## src/rtl/wb_arbiter.sv

```systemverilog
// Register-file write-port arbiter: ALU results take the port directly, load
// results wait in a small in-order queue and drain whenever the ALU is not writing.
// Latency: the selected write appears on Wen/WAddr/WData one rising edge later.
// Backpressure: mem_ready drops when the queue is full; alu_stall rises when the
// queue is full or a queued load targets the same register (upstream holds alu_*).
//
// Ports:
//   Clock, Reset                        rising-edge clock, synchronous active-low reset
//   alu_valid/alu_waddr/alu_wdata       ALU result in, alu_stall out
//   mem_valid/mem_waddr/mem_wdata       load result in, mem_ready out
//   Wen/WAddr/WData                     registered register-file write port

`ifndef DSIZE
`define DSIZE 16
`endif
`ifndef RSIZE
`define RSIZE 4
`endif

module wb_arbiter #(
    parameter int DSIZE = `DSIZE,
    parameter int RSIZE = `RSIZE,
    parameter int DEPTH = 4
) (
    input  logic             Clock,
    input  logic             Reset,
    input  logic             alu_valid,
    input  logic [RSIZE-1:0] alu_waddr,
    input  logic [DSIZE-1:0] alu_wdata,
    output logic             alu_stall,
    input  logic             mem_valid,
    input  logic [RSIZE-1:0] mem_waddr,
    input  logic [DSIZE-1:0] mem_wdata,
    output logic             mem_ready,
    output logic             Wen,
    output logic [RSIZE-1:0] WAddr,
    output logic [DSIZE-1:0] WData
);

    localparam int PW = (DEPTH > 1) ? $clog2(DEPTH) : 1;
    localparam int CW = $clog2(DEPTH + 1);
    localparam logic [CW-1:0] FULL = CW'(DEPTH);
    localparam logic [PW-1:0] LAST = PW'(DEPTH - 1);

    // Queue storage; vld_q marks occupied slots so the hazard compare only
    // looks at live entries without pointer arithmetic.
    logic [RSIZE-1:0] addr_q [DEPTH];
    logic [RSIZE-1:0] addr_d [DEPTH];
    logic [DSIZE-1:0] data_q [DEPTH];
    logic [DSIZE-1:0] data_d [DEPTH];
    logic [DEPTH-1:0] vld_q, vld_d;
    logic [PW-1:0]    rd_ptr_q, rd_ptr_d;
    logic [PW-1:0]    wr_ptr_q, wr_ptr_d;
    logic [CW-1:0]    count_q, count_d;

    logic             wen_q, wen_d;
    logic [RSIZE-1:0] waddr_q, waddr_d;
    logic [DSIZE-1:0] wdata_q, wdata_d;

    logic full, match, alu_win, push, pop;

    always_comb begin
        full  = (count_q == FULL);
        match = 1'b0;
        for (int i = 0; i < DEPTH; i++) begin
            if (vld_q[i] && (addr_q[i] == alu_waddr)) begin
                match = 1'b1;
            end
        end

        // Stalling on a full queue guarantees the head drains that cycle.
        alu_stall = Reset && alu_valid && (full || ((alu_waddr != '0) && match));
        mem_ready = Reset && (count_q < FULL);

        // r0 writes are dropped on acceptance and never claim the port.
        alu_win = alu_valid && !alu_stall && (alu_waddr != '0);
        push    = mem_valid && mem_ready && (mem_waddr != '0);
        pop     = !alu_win && (count_q != '0);

        addr_d   = addr_q;
        data_d   = data_q;
        vld_d    = vld_q;
        rd_ptr_d = rd_ptr_q;
        wr_ptr_d = wr_ptr_q;
        count_d  = count_q;
        wen_d    = 1'b0;
        waddr_d  = waddr_q;
        wdata_d  = wdata_q;

        if (alu_win) begin
            wen_d   = 1'b1;
            waddr_d = alu_waddr;
            wdata_d = alu_wdata;
        end else if (pop) begin
            wen_d           = 1'b1;
            waddr_d         = addr_q[rd_ptr_q];
            wdata_d         = data_q[rd_ptr_q];
            vld_d[rd_ptr_q] = 1'b0;
            rd_ptr_d        = (rd_ptr_q == LAST) ? '0 : rd_ptr_q + 1'b1;
        end

        // Push never lands on the slot being popped: a pop needs count > 0 and
        // a push needs count < DEPTH, so the pointers differ whenever both fire.
        if (push) begin
            addr_d[wr_ptr_q] = mem_waddr;
            data_d[wr_ptr_q] = mem_wdata;
            vld_d[wr_ptr_q]  = 1'b1;
            wr_ptr_d         = (wr_ptr_q == LAST) ? '0 : wr_ptr_q + 1'b1;
        end

        if (push && !pop) begin
            count_d = count_q + 1'b1;
        end else if (pop && !push) begin
            count_d = count_q - 1'b1;
        end
    end

    always_ff @(posedge Clock) begin
        if (!Reset) begin
            vld_q    <= '0;
            rd_ptr_q <= '0;
            wr_ptr_q <= '0;
            count_q  <= '0;
            wen_q    <= 1'b0;
            waddr_q  <= '0;
            wdata_q  <= '0;
        end else begin
            addr_q   <= addr_d;
            data_q   <= data_d;
            vld_q    <= vld_d;
            rd_ptr_q <= rd_ptr_d;
            wr_ptr_q <= wr_ptr_d;
            count_q  <= count_d;
            wen_q    <= wen_d;
            waddr_q  <= waddr_d;
            wdata_q  <= wdata_d;
        end
    end

    assign Wen   = wen_q;
    assign WAddr = waddr_q;
    assign WData = wdata_q;

endmodule

```

## config.mk

```make
export PLATFORM = sky130hd
export DESIGN_NAME = wb_arbiter
export DESIGN_NICKNAME = d
export VERILOG_FILES = /design/src/rtl/wb_arbiter.sv
export SDC_FILE = /design/constraint.sdc
export NUM_CORES = 1
export LEC_CHECK = 0
export ABC_AREA = 0
export CAP_MARGIN = 20
export CORE_MARGIN = 4
export CORE_UTILIZATION = 27
export CTS_CLUSTER_DIAMETER = 100
export DETAILED_ROUTE_END_ITERATION = 12
export GPL_TIMING_DRIVEN = 0
export PLACE_DENSITY = 0.53
export SLEW_MARGIN = 15
export SYNTH_ARGS = -nofsm -noshare
export SYNTH_HDL_FRONTEND = slang
export SYNTH_SLANG_ARGS = --single-unit
```

## constraint.sdc

```tcl
create_clock -name Clock -period 5.45 [get_ports Clock]
set_input_delay 1.09 -clock Clock [delete_from_list [all_inputs] [get_ports Clock]]
set_output_delay 1.09 -clock Clock [all_outputs]
set_load 0.02 [all_outputs]
```

==> results by group, run 1 <==
Placement
  – Hpwl dp: 7211 um
  – Port bufs: 61
  – Routability cong.: 0.7043

Floorplanning
  – FP Rows: 48
  – Die Y: 142.6 um
  – Chip Width: 142.6 um
  – Die outline area: 20340 um2
  – Top-level port count: 67
  – CORE AREA: 17540 um2
  – Initial Util: 0.2790

Yosys
  – Compound-cell area share of the yosys netlist: 0.02531
  – Post-synthesis async set-or-reset flop share: 0
  – Synthesized instance count: 306
  – Main combinational cell family by area after synthesis: multiplexers
  – Adder-cell share of the synthesized area: 0.02710
  – Post-synth EDFFs: 80
  – Post-synthesis mux area share: 0.1851
  – Primary FF master, synth: edfxtp_1
  – Synth top area share: 0.4909
  – Xor and xnor fraction of the mapped netlist area: 0.03222
  – Yosys reg bits: 112
  – Area leader, netlist: edfxtp_1
  – Sequential element share of the synthesized area: 0.6218
  – Syn Nets: 360
  – Synth warnings: 0
  – Synth area leaders: edfxtp_1 (49%), dfxtp_1 (13%), mux4_2 (9.2%)
  – Syn Area/Cell: 15.99 um2
  – Yosys cell types: 39
  – Mapped cell area: 4893 um2
  – Post-Synth Simple-Gate Area: 0.07338

Timing
  – Max-slew violations: 0
  – Fmax: 247.5 MHz
  – Final min period: 4.040 ns
  – Least-Margin Pin Slew: 1.001 ns
  – Slew HR: 0.3318
  – Worst Skew: 0.009186 ns
  – Setup-failing EPs final: 0
  – Final Hold Viols: 0
  – Period utilisation layout: 0.7414
  – Setup TNS Final: 0 ns
  – RSZ-0062 raised after global routing: false

Setup path
  – CP Class: primary input to output pin
  – Cells along the critical path: buf_6 -> xor2_1 -> nor4_2 -> nor3_1 -> o21ai_0 -> and3_1 -> clkdlybuf4s50_1
  – Critical Path Sink Type: output pin
  – Required @ worst endpoint: 4.36 ns
  – Launch point of the worst reg-to-reg path: count_q[0]
  – Crit path max fanout: 6
  – Crit path DAT: 2.95 ns
  – Setup slack, reg-to-reg: 2.51 ns
  – Crit path from: alu_waddr[2]
  – Critical path's largest stage delay: 0.61 ns
  – CP startpoint kind: primary input
  – Crit path max-delay cell type: clkdlybuf4s50_1

GRT
  – GR Util All Layers: 0.1081
  – Initial antenna violation count: 1
  – Pin count of the biggest net entering global routing: 22
  – GRT Residual Overflow: 0
  – Number of global-route vias before repair: 2934
  – First-pass GRT wire length: 16580 um

Layout
  – Share of cells above drive strength 1: 0.1984
  – # diodes: 0
  – Commonest non-fill, non-tap cell in the layout: edfxtp_1
  – Area growth, synth to finish: 24.52%
  – Core Util, Final: 0.3475
  – Commonest cells after routing, fill and taps aside: edfxtp_1 (80), clkdlybuf4s50_1 (61), dfxtp_1 (32)
  – Filler instances: 1687
  – Final net count: 432

Detailed routing
  – Drt first-iter violations: 98
  – Via count: 2628
  – Via density: 4.322
  – Wire per inst: 17.50 um
  – Pre-Repair DR Iteration Count: 4
  – DRC errors left: 0
  – Post-DRT Antenna Nets: 0
  – Routed wire length: 10640 um

Clocking
  – Htree depth: 3
  – Clock slew at reported path FFs: 0.07 ns
  – Post-CTS setup buffers: 0
  – CTS resizes: 0
  – CTS tree: yes
  – CTS Buf Count: 9
  – Worst-skew pair later-pin latency: 0.36 ns
  – CTS root buffer: clkbuf_16
  – Sink Count: 112
  – Largest buffer count on any clock path: 2
  – Post-CTS Hold Buffers: 0

Power
  – Power Dens Cells: 450.0 nW/um2
  – IR Drop Worst-Case VDD: 0.1804 mV
  – Leakage: 0.002096 uW
  – Pwr Total: 2742 uW

Flow run
  – Max-cap viol count: 0

Min path
  – Start point of the worst hold path: wr_ptr_q[1]
  – Hold WC Path Type: flip-flop to flip-flop

Outcome
  – Outcome: finished clean
metrics by stage:
step                      std cells  setup WS (ns)  hold slack, ns  area (um2)
after floorplan                 306          2.058          0.4690        4893
after global placement          592          1.409          0.4799        5786
after detailed placement        592          1.396          0.5001        5786
after CTS                       608          1.396          0.5097        6093
after global routing            608          1.265          0.5595        6093
final                           608          1.410          0.5176        6093
routing by layer:
metal  GRT usage  wire, um
met5           0         0
met4     0.04202       184
met3     0.02110       337
met2      0.1716      4949
met1      0.1464      5168
power breakdown:
group	leakage (uW)	total, uW	switching, uW	internal [uW]
Sequential	0.000990	1080	64.7	1020
Combinational	0.000954	981	461	520
Clock	0.000153	680	317	362
Total	0.00210	2740	843	1900
sequential cells by signal (all words and copies together) (netlist names):
name,cells
WAddr,4
WData,16
Wen,1
addr_q,16
count_q,3
data_q,64
rd_ptr_q,2
vld_q,4
wr_ptr_q,2
final cells by class:
class,instances,area (um2),area share
clock buffer,9,225.2,0.03696
inverter,11,41.29,0.006776
multi-input combinational,166,1679,0.2756
sequential,112,3043,0.4994
clock inverter,7,82.58,0.01355
timing repair buffer,61,610.6,0.1002
buffer,17,130.1,0.02136
tap,225,281.5,0.04620
worst max-delay path, delay by kind of cell:
kind / cells / cell delay [ns]
buffers and inverters: 2 / 0.73
AOI/OAI and AO/OA: 1 / 0.18
xor gates and xnor gates: 1 / 0.16
and+or+nand+nor: 3 / 0.78
synthesized netlist by cell type, drive strengths merged (2+ instances only):
cell / number
edfxtp: 80
dfxtp: 32
mux2i: 23
nor2b: 22
mux2: 20
mux4: 20
nand2: 16
buf: 12
inv: 11
xnor2: 11
ha: 9
o21ai: 8
xor2: 7
a31oi: 4
clkbuf: 4
nor4: 4
nand3: 3
nor2: 3
and3: 2
nor3: 2
final timing paths:
kind,end,cells past startpoint
worst max-delay path,alu_stall,7
worst min-delay path,wr_ptr_q[1],2
worst max register to register,count_q[2],11
worst min register to register,wr_ptr_q[1],2
cells by family (layout without fill, tap and decap cells):
group / count (synthesis) / count (layout)
AOI/OAI and AO/OA: 18 / 18
xor gates and xnor gates: 18 / 18
adders and majority gates: 10 / 10
buffers and inverters: 28 / 105
DFF: 112 / 112
muxes: 63 / 63
and+or+nand+nor: 57 / 57
(Power assumes the default switching activity.)
==> inputs of run 2 (changes only) <==
==> constraint.sdc (replaced) <==
create_clock -name Clock -period 3.85 [get_ports Clock]
set_input_delay 0.77 -clock Clock [delete_from_list [all_inputs] [get_ports Clock]]
set_output_delay 0.77 -clock Clock [all_outputs]
set_load 0.02 [all_outputs]
==> results of run 2 <==
Same layout as run 1 (identical final DEF). Status: finished clean.
Among the figures that moved: setup slack after placement 1.396 ns -> 0.4008 ns; setup slack after layout 1.410 ns -> 0.4496 ns; register-to-register setup slack 2.51 ns -> 0.91 ns; total power 2742 uW -> 3881 uW; worst IR drop on VDD 0.1804 mV -> 0.2553 mV
==> inputs of run 3 (changes only) <==
--- a/config.mk
+++ b/config.mk
@@ -7,7 +7,6 @@
 export LEC_CHECK = 0
 export ABC_AREA = 0
 export CAP_MARGIN = 20
-export CORE_MARGIN = 4
 export CORE_UTILIZATION = 27
 export CTS_CLUSTER_DIAMETER = 100
 export DETAILED_ROUTE_END_ITERATION = 12
==> run 3 against run 2 <==
First-iteration DRC count increased by 9.2%. Critical endpoint unchanged. Setup slack got worse by 0.025 ns. Design area increased by 1.2%. Non-clock buffer count increased by 1. Routed wire length decreased by 2.5%. Die area decreased by 8.2%. Sequential power about the same.
==> results by group, run 3 (synthesis gave the netlist of run 1 again) <==
Outcome
  – Outcome: finished clean

Layout
  – Share of cells above drive strength 1: 0.2005
  – Commonest cells after routing, fill and taps aside: edfxtp_1 (80), clkdlybuf4s50_1 (61), dfxtp_1 (32)
  – Area growth, synth to finish: 26.03%
  – Final net count: 433
  – Max reg flops: 64
  – Commonest non-fill, non-tap cell in the layout: edfxtp_1
  – Post-route insts no fill: 609
  – Filler instances: 1643
  – Largest Register: data_q
  – # diodes: 0

Clocking
  – Htree depth: 3
  – Post-CTS setup buffers: 0
  – CTS root buffer: clkbuf_16
  – Sink Count: 112
  – CTS Buf Count: 9
  – CTS tree: yes
  – Clock slew at reported path FFs: 0.07 ns
  – CTS resizes: 0
  – Post-CTS Hold Buffers: 0
  – Worst-skew pair later-pin latency: 0.35 ns
  – Largest buffer count on any clock path: 2

Placement
  – Hpwl dp: 6991 um
  – Pre-CTS WS: 0.3803 ns
  – DP Cell Count: 592
  – Routability cong.: 0.7403
  – Port bufs: 61

GRT
  – First-pass GRT wire length: 16060 um
  – GR Util All Layers: 0.1203
  – Pin count of the biggest net entering global routing: 22
  – GRT Residual Overflow: 0
  – Number of global-route vias before repair: 2807
  – Initial antenna violation count: 0

Timing
  – Fmax: 291.9 MHz
  – Final min period: 3.426 ns
  – RSZ-0062 raised after global routing: false
  – Setup-failing EPs final: 0
  – Max-slew violations: 0
  – Setup TNS Final: 0 ns
  – Slew HR: 0.3282
  – Final worst slack: 0.4242 ns
  – Final Hold Viols: 0
  – Worst Skew: 0.008204 ns
  – Period utilisation layout: 0.8898
  – Least-Margin Pin Slew: 1.007 ns

Detailed routing
  – Metal3 WL: 534 um
  – Routed wl met2: 4720 um
  – Via density: 4.409
  – Highest Signal Layer: met4
  – Pre-Repair DR Iteration Count: 4
  – Wire per inst: 17.03 um
  – Via count: 2685
  – Post-DRT Antenna Nets: 0
  – DRC errors left: 0
  – M1 wire length: 4954 um
  – Drt first-iter violations: 107
  – Routed wire length: 10370 um

Min path
  – Worst Hold Path EP: wr_ptr_q[1]
  – Hold WC Path Type: flip-flop to flip-flop
  – Start point of the worst hold path: wr_ptr_q[1]
  – Worst hold stages: 2

Power
  – IR Drop Worst-Case VDD: 0.3028 mV
  – Sequential Power Share: 0.381
  – Power Dens Cells: 650.0 nW/um2
  – P_sw: 1173 uW
  – Leakage: 0.002125 uW
  – Internal power: 2835 uW
  – Comb pwr share: 0.347
  – Clk pwr share: 0.271
  – Switching part of the total: 0.2927

Floorplanning
  – Die Y: 136.6 um
  – Initial Util: 0.2800
  – CORE AREA: 17480 um2
  – Chip Width: 136.6 um
  – Top-level port count: 67
  – FP Rows: 48
  – Die outline area: 18670 um2

Setup path
  – Crit path max fanout: 6
  – Critical path's largest stage delay: 0.61 ns
  – Cells along the critical path: buf_6 -> xor2_1 -> nor4_2 -> nor3_1 -> o21ai_0 -> and3_1 -> clkdlybuf4s50_1
  – Crit path DAT: 2.66 ns
  – CP Class: primary input to output pin
  – R2R Path End: count_q[2]
  – Crit path max-delay cell type: clkdlybuf4s50_1
  – Launch point of the worst reg-to-reg path: count_q[0]
  – CP startpoint kind: primary input
  – Setup slack, reg-to-reg: 0.95 ns
  – Worst-case reg-to-reg path depth: 11
  – Critical Path Sink Type: output pin
  – Required @ worst endpoint: 3.08 ns

Flow run
  – Max-cap viol count: 0
## run 3: changes by cell type in the layout (fill, tap and decap cells not counted), sizes merged
cell      before  now
clkbuf        13   14
buf           12   13
bufinv         1    3
clkinv         5    1
clkinvlp       0    1
## run 3: final cells by class
type / count / area [um2] / share of cell area
clock inverters: 6 / 115.1 / 0.01866
clock buffers: 10 / 239.0 / 0.03875
multi-input cells: 166 / 1679 / 0.2723
plain buffers: 17 / 130.1 / 0.02110
inverters: 11 / 41.29 / 0.006695
flip-flops and latches: 112 / 3043 / 0.4934
well taps: 225 / 281.5 / 0.04565
repair buffers: 62 / 638.1 / 0.1035
## run 3: how the worst max path moves through the flow
stage / start / end / slack (ns) / cells past startpoint
after global routing: alu_waddr[2] / alu_stall / 0.33 / 7
after floorplan: Reset / count_q[2] / 0.90 / 10
final: alu_waddr[2] / alu_stall / 0.42 / 7
after CTS: alu_waddr[2] / alu_stall / 0.43 / 7
after global placement: mem_waddr[0] / vld_q[2] / 0.40 / 8
after detailed placement: mem_waddr[0] / vld_q[2] / 0.38 / 8
## run 3: power groups by stage
stage               logic (uW)  registers (uW)  clock network (uW)
floorplan                  926            1610                   0
global placement          1400            1550                   0
detailed placement        1420            1560                   0
CTS                       1430            1530                1120
global route              1530            1550                1160
finish                    1390            1530                1090
## run 3: per-layer routing
layer  vias up  track usage
met5         -            0
met4         0      0.05000
met3        12      0.03370
met2        51       0.1813
met1      1338       0.1617
li1       1284            -
## run 3: critical path, delay by kind of cell
family,cells,cell delay (ns)
compound gates,1,0.20
xor+xnor,1,0.16
buf+inv,2,0.73
simple gates,3,0.80
## run 3: metrics by stage
| stage | power [uW] | util | hold WS (ns) | area [um2] |
|---|---|---|---|---|
| 3_3_place_gp | 2956 | 0.3310 | 0.4811 | 5786 |
| 2_1_floorplan | 2540 | - | 0.4690 | 4893 |
| 4_1_cts | 4080 | 0.3513 | 0.5252 | 6140 |
| 6_report | 4008 | 0.3529 | 0.5199 | 6167 |
| 3_5_place_dp | 2978 | 0.3310 | 0.5146 | 5786 |
| 5_1_grt | 4246 | 0.3529 | 0.5517 | 6167 |
